`config.mk`:
```
export PLATFORM = sky130hd
export DESIGN_NAME = picosoc_iomem_initiator
export DESIGN_NICKNAME = d
export VERILOG_FILES = /design/src/rtl/picosoc_iomem_initiator.sv
export SDC_FILE = /design/constraint.sdc
export NUM_CORES = 1
export LEC_CHECK = 0
export ABC_AREA = 1
export CELL_PAD_IN_SITES_DETAIL_PLACEMENT = 0
export CELL_PAD_IN_SITES_GLOBAL_PLACEMENT = 2
export CORE_MARGIN = 2
export CORE_UTILIZATION = 21
export DETAILED_ROUTE_END_ITERATION = 12
export GPL_ROUTABILITY_DRIVEN = 0
export PLACE_DENSITY = 0.78
export SYNTH_ARGS = -nofsm -noshare
export SYNTH_HDL_FRONTEND = slang
export SYNTH_SLANG_ARGS = --single-unit
```
`constraint.sdc`:
```
create_clock -name clk -period 1.55 [get_ports clk]
set_input_delay 0.3875 -clock clk [delete_from_list [all_inputs] [get_ports clk]]
set_output_delay 0.3875 -clock clk [all_outputs]
set_load 0.02 [all_outputs]
```
`src/rtl/picosoc_iomem_initiator.sv`:
```
// Single-outstanding command-to-picosoc-iomem bridge: IDLE accepts, REQ drives the bus, RSP holds the result.
// Define IOMEM_INITIATOR_TIMEOUT_EN to abort REQ after TIMEOUT_CYCLES without iomem_ready.
module picosoc_iomem_initiator #(
  parameter int TIMEOUT_CYCLES = 255
) (
  input  logic        clk,
  input  logic        resetn,
  input  logic        cmd_valid,
  output logic        cmd_ready,
  input  logic        cmd_write,
  input  logic [31:0] cmd_addr,
  input  logic [31:0] cmd_wdata,
  input  logic [3:0]  cmd_wstrb,
  output logic        rsp_valid,
  input  logic        rsp_ready,
  output logic [31:0] rsp_rdata,
  output logic        rsp_err,
  output logic        iomem_valid,
  input  logic        iomem_ready,
  output logic [3:0]  iomem_wstrb,
  output logic [31:0] iomem_addr,
  output logic [31:0] iomem_wdata,
  input  logic [31:0] iomem_rdata
);

  localparam logic [1:0] IDLE = 2'd0;
  localparam logic [1:0] REQ  = 2'd1;
  localparam logic [1:0] RSP  = 2'd2;

  logic [1:0]  state_q, state_d;
  logic [31:0] addr_q, addr_d;
  logic [31:0] wdata_q, wdata_d;
  logic [3:0]  wstrb_q, wstrb_d;
  logic [31:0] rdata_q, rdata_d;
  logic        err_q, err_d;
  logic        timeout;

`ifdef IOMEM_INITIATOR_TIMEOUT_EN
  localparam logic [15:0] TimeoutLimit = 16'(TIMEOUT_CYCLES);

  logic [15:0] cnt_q, cnt_d;

  // Timeout fires in the REQ cycle whose edge would bring the count up to the limit.
  assign timeout = (cnt_q + 16'd1) == TimeoutLimit;

  always_comb begin
    cnt_d = cnt_q;
    if (state_q == IDLE && cmd_valid) begin
      cnt_d = 16'd0;
    end else if (state_q == REQ && !iomem_ready && !timeout) begin
      cnt_d = cnt_q + 16'd1;
    end
  end

  always_ff @(posedge clk) begin
    if (!resetn) begin
      cnt_q <= 16'd0;
    end else begin
      cnt_q <= cnt_d;
    end
  end
`else
  logic unusedTimeoutParam;
  assign unusedTimeoutParam = ^TIMEOUT_CYCLES;
  assign timeout = 1'b0;
`endif

  always_comb begin
    state_d = state_q;
    addr_d  = addr_q;
    wdata_d = wdata_q;
    wstrb_d = wstrb_q;
    rdata_d = rdata_q;
    err_d   = err_q;
    case (state_q)
      IDLE: begin
        if (cmd_valid) begin
          addr_d  = cmd_addr;
          wdata_d = cmd_wdata;
          wstrb_d = cmd_write ? cmd_wstrb : 4'b0000;
          state_d = REQ;
        end
      end
      REQ: begin
        // A ready on the timeout edge still counts as a normal completion.
        if (iomem_ready) begin
          rdata_d = iomem_rdata;
          err_d   = 1'b0;
          state_d = RSP;
        end else if (timeout) begin
          rdata_d = 32'hFFFF_FFFF;
          err_d   = 1'b1;
          state_d = RSP;
        end
      end
      RSP: begin
        if (rsp_ready) begin
          state_d = IDLE;
        end
      end
      default: state_d = IDLE;
    endcase
  end

  always_ff @(posedge clk) begin
    if (!resetn) begin
      state_q <= IDLE;
      addr_q  <= 32'd0;
      wdata_q <= 32'd0;
      wstrb_q <= 4'd0;
      rdata_q <= 32'd0;
      err_q   <= 1'b0;
    end else begin
      state_q <= state_d;
      addr_q  <= addr_d;
      wdata_q <= wdata_d;
      wstrb_q <= wstrb_d;
      rdata_q <= rdata_d;
      err_q   <= err_d;
    end
  end

  assign cmd_ready   = (state_q == IDLE);
  assign iomem_valid = (state_q == REQ);
  assign iomem_addr  = addr_q;
  assign iomem_wdata = wdata_q;
  assign iomem_wstrb = iomem_valid ? wstrb_q : 4'b0000;
  assign rsp_valid   = (state_q == RSP);
  assign rsp_rdata   = rdata_q;
  assign rsp_err     = err_q;

endmodule

```
== After elaboration in Yosys (flattened, before gate mapping) ==
Index checks and enable logic that the tools add are counted.
Widths: inputs -> output; s select.
Word-level totals
  register bits: 102
  input bits: 106
  output and inout port bits: 104
  word-level logic and storage cells: 20
Operators by class
  eq/ne operators: 5
  muxes and demuxes: 6
  reduce and logical (&&, ||, !) cells: 4
Operators with widths (number)
  $mux 4: 2
  $mux 2: 3
  $pmux 2 s3: 1
  $ne 2x1->1 const B: 2
  $reduce_and 2->1: 2
  $reduce_and 3->1: 1
  $eq 2x1->1 const B: 1
  $eq 2x2->1 const B: 1
  $logic_not 2->1: 1
  $ne 2x2->1 const B: 1

== Longest topological paths before layout ==
  depth after elaboration: 3
  gate-level depth with buffers: 7
  depth with buffers taken out: 5

== Least setup slack after synthesis ==
OpenSTA, ideal clock, no wires.
  path type: register to output
  start: register state_q[0]
  end: output port iomem_wstrb[0]
  arrival time: 1.201 ns
  data required time: 1.162 ns
  path slack: -0.038 ns
  cell stages (with the launch flop): 5
  buffers on the path: 0
  cell sequence: dfxtp_1 > inv_1 > nor2_1 > inv_1 > nor2_1
On the way
  cells in the longest elaborated chain, start to end: 2
RTL lines
  start, declared: line 30  | logic [1:0] state_q, state_d;
  start signal, assigned: line 114  | state_q <= state_d;
  $eq 2x1->1: line 124  | assign iomem_valid = (state_q == REQ);
  net iomem_valid: line 18  | output logic iomem_valid,
  $mux 4: line 127  | assign iomem_wstrb = iomem_valid ? wstrb_q : 4'b0000;
  end, declared: line 20  | output logic [3:0] iomem_wstrb,
The timed path passes the listed nets, and every way through them passes these cells.

== Final worst setup path ==
  start: register state_q[0]
  end: output port iomem_wstrb[1]
On the way
  cells in the longest elaborated chain, start to end: 2
RTL lines (line)
  $eq 2x1->1: 124
  $mux 4: 127
Every way passes these cells.

==> summary.md <==
| Metric | Value |
|---|---|
| Crit end category | `output pin` |
| Final-stage net count | `just over 900` |
| Post-DR vias/cell | `approximately 4` |
| Simple-Gate Fraction of Synth Area | `35.9%` |
| Die area | `~0.022 mm2` |
| Layout cells sized above 1 | `~6.3%` |
| ANT nets after route | `0` |
| Post-Place Setup Slack | `-0.167 ns` |
| Num rows | `52` |
| Clock tree sinks | `about 100` |
| Clk slew on worst S/H paths | `around 0.07 ns` |
| Largest cells by area after synthesis | `dfxtp_1 47%, nand2_1 12%, nor2_1 12%, nand3b_1 11%, a21oi_1 7.6%` |
| Max FO, Critical Path | `4` |
| Power Dens Cells | `992 mW/mm2` |
| Mapped Nets | `roughly 720` |
| Complex-gate fraction of the synthesized area | `under 10%` |
| Post-Syn Area | `~0.0044 mm2` |
| Diode count | `0` |
| CTS buffer count | `9` |
| Initial Util | `approximately 21%` |
| CTS tree | `built` |
| Drt initial violations | `approximately 190` |
| Worst hold slack | `between 0.4 and 0.5 ns` |
| Final period util | `a little over nine tenths` |
| DP HPWL | `approximately 9400 um` |
| Via count | `roughly 4,300` |
| Die H | `between 100 and 150 um` |
| Final cell utilization of the core | `between 30% and 40%` |
| Worst EP required | `about 1.2 ns` |
| MaxCap Viol Count | `0` |
| Post-Route Setup TNS | `0 ns` |
| Hold wc startpoint | `resetn` |
| Hold depth | `3` |
| Routed WL | `between 10,000 and 15,000 um` |
| Type of the worst min-delay path | `input pin to flip-flop` |
| Ys Warns | `0` |
| Placed cells | `1,058` |
| H-tree depth | `3` |
| Worst-case clock buffer depth | `2` |
| RSZ-0062 raised after global routing | `true` |
| Clk_lat worst skew | `about 0.35 ns` |
| Worst Hold Path EP | `rsp_rdata[0]` |
| Post-Synth Adder-Cell Area | `0%` |
| Largest net degree at the start of global routing | `60` |
| Placed Instance Area | `0.00675 mm2` |
| Syn_area_per_cell | `a little over 7 um2` |
| Crit path from | `state_q[0]` |
| Status | `finished clean` |
| Cell Count, Final, Fillers Out | `1,076` |
| Core area | `between 0.02 and 0.025 mm2` |
| Combinational family with the most area after synthesis | `simple AND/OR/NAND/NOR gates` |
| R2r setup slk | `approximately 0.15 ns` |
| I/O Pins | `between 200 and 250` |
| Area leader, netlist | `dfxtp_1` |
| Initial DRT Pass Iterations | `7` |
| Mux share of post-synthesis cell area | `0%` |
| Final Max Slew Viols | `0` |
| XOR/XNOR share of the synthesized area | `0%` |
| Overflow after GRT | `0` |
| Synth Register Bits | `102` |
| I/O Buffers | `between 200 and 250` |
| Area Growth Syn to Fin | `60.0%` |
| Total power | `a little under 7 mW` |
| Fmax | `between 600 and 700 MHz` |
| Fin crit period | `between 1.5 and 2 ns` |
| DR DRC count | `0` |
| Pleak | `about 3.4 nW` |
| Seq/Total Area, Yosys | `a little under half` |
| R2r endpoint | `iomem_addr[16]` |
| # setup viols final | `0` |
| Fin area | `approximately 0.007 mm2` |
| # fillers | `2,239` |
| Antenna violations before repair | `0` |
| Yosys cell types | `12` |
| Startpoint types | `flip-flop` |
| Kind of critical path | `flip-flop to output pin` |
| First-pass GRT wire length | `22,600 um` |
| Final Worst Setup Slack | `about 0.025 ns` |
| GRT Overall Usage | `12.9%` |
| Final hold viol count | `0` |
| Worst Skew | `roughly 0.011 ns` |
| Root Buffer | `clkbuf_16` |
| Worst R2R Start | `state_q[0]` |
| Maximum vdd drop | `0.000482 V` |
| Vias in the first global route | `4,239` |
| Syn Inst Count | `611` |
| Synth top area share | `about 47%` |
| Die W | `around 150 um` |
| Worst reg2reg path depth | `7` |
| Critical Path AT | `between 1 and 1.5 ns` |
| WL/cell | `around 13 um` |
-- how the worst max path moves through the flow --
| stage | end | depth (start not counted) |
|---|---|---|
| 4_1_cts | iomem_wstrb[3] | 5 |
| 3_5_place_dp | iomem_wstrb[3] | 5 |
| 2_1_floorplan | iomem_wstrb[0] | 4 |
| 5_1_grt | iomem_wstrb[3] | 5 |
| 3_3_place_gp | rsp_valid | 3 |
| 6_report | iomem_wstrb[1] | 5 |
-- synthesized netlist by cell type --
cell type    n
clkbuf_1    12
inv_1       43
nand2_1    143
nand3_1      4
conb_1       1
nand3b_1    64
a21oi_1     66
nor2_1     139
nor2_2       1
buf_2       24
dfxtp_1    102
buf_4       12
-- where the power goes --
part           switching (mW)  internal [mW]
Combinational           0.878          0.749
Clock                    1.05           1.31
Sequential             0.0960           2.84
-- logic make-up after synthesis --
kind of cell / count (synthesis)
AND/OR/NAND/NOR: 351
flip-flops: 102
buffers and inverters: 91
AO/OA/AOI/OAI: 66
other: 1
-- layout by cell type (no fill, tap or decap), types with 6 or more instances in the layout --
master	instances
dlygate4sd2_1	96
clkbuf_16	9
nand3b_1	64
a21oi_1	66
buf_12	6
buf_4	17
nor2_1	137
inv_1	41
nand2_1	142
clkdlybuf4s50_1	103
dfxtp_1	100
-- sequential cells by signal, summed over array words and instances (netlist names) --
register     count
iomem_addr      32
iomem_wdata     32
rsp_rdata       32
state_q          2
wstrb_q          4
-- cell type report --
class                   instances  area [um2]  area share (%)
repair buffers                227        2200            31.6
well taps                     270         338            4.84
multi-input cells             418        1930            27.6
clock buffers                  12         246            3.53
clock inverters                 4        55.1           0.790
inverters                      43         161            2.31
flip-flops and latches        102        2040            29.3
-- routing by layer --
layer | track usage (%) | vias up | routed length [um]
met5 | 0 | - | 0
met4 | 3.14 | 0 | 142
met3 | 6.10 | 10 | 1460
met2 | 19.8 | 147 | 6030
met1 | 16.3 | 1871 | 6320
li1 | - | 2272 | -
-- repair_timing --
action                                  CTS  global route
endpoints found under the setup margin  108             7
hold buffers                              0             0
resized for setup                       134             5
pin swaps                                 1             4
buffers inserted                          1             0
cloned                                    1             0
-- critical path, cell delays in order, from the launching register on --
cell and delay (ns):
dfxtp_2 0.35, inv_2 0.05, nor2_4 0.09, inv_2 0.06, nor2_1 0.11, buf_4 0.15
Power figures use the tool's default switching activity.
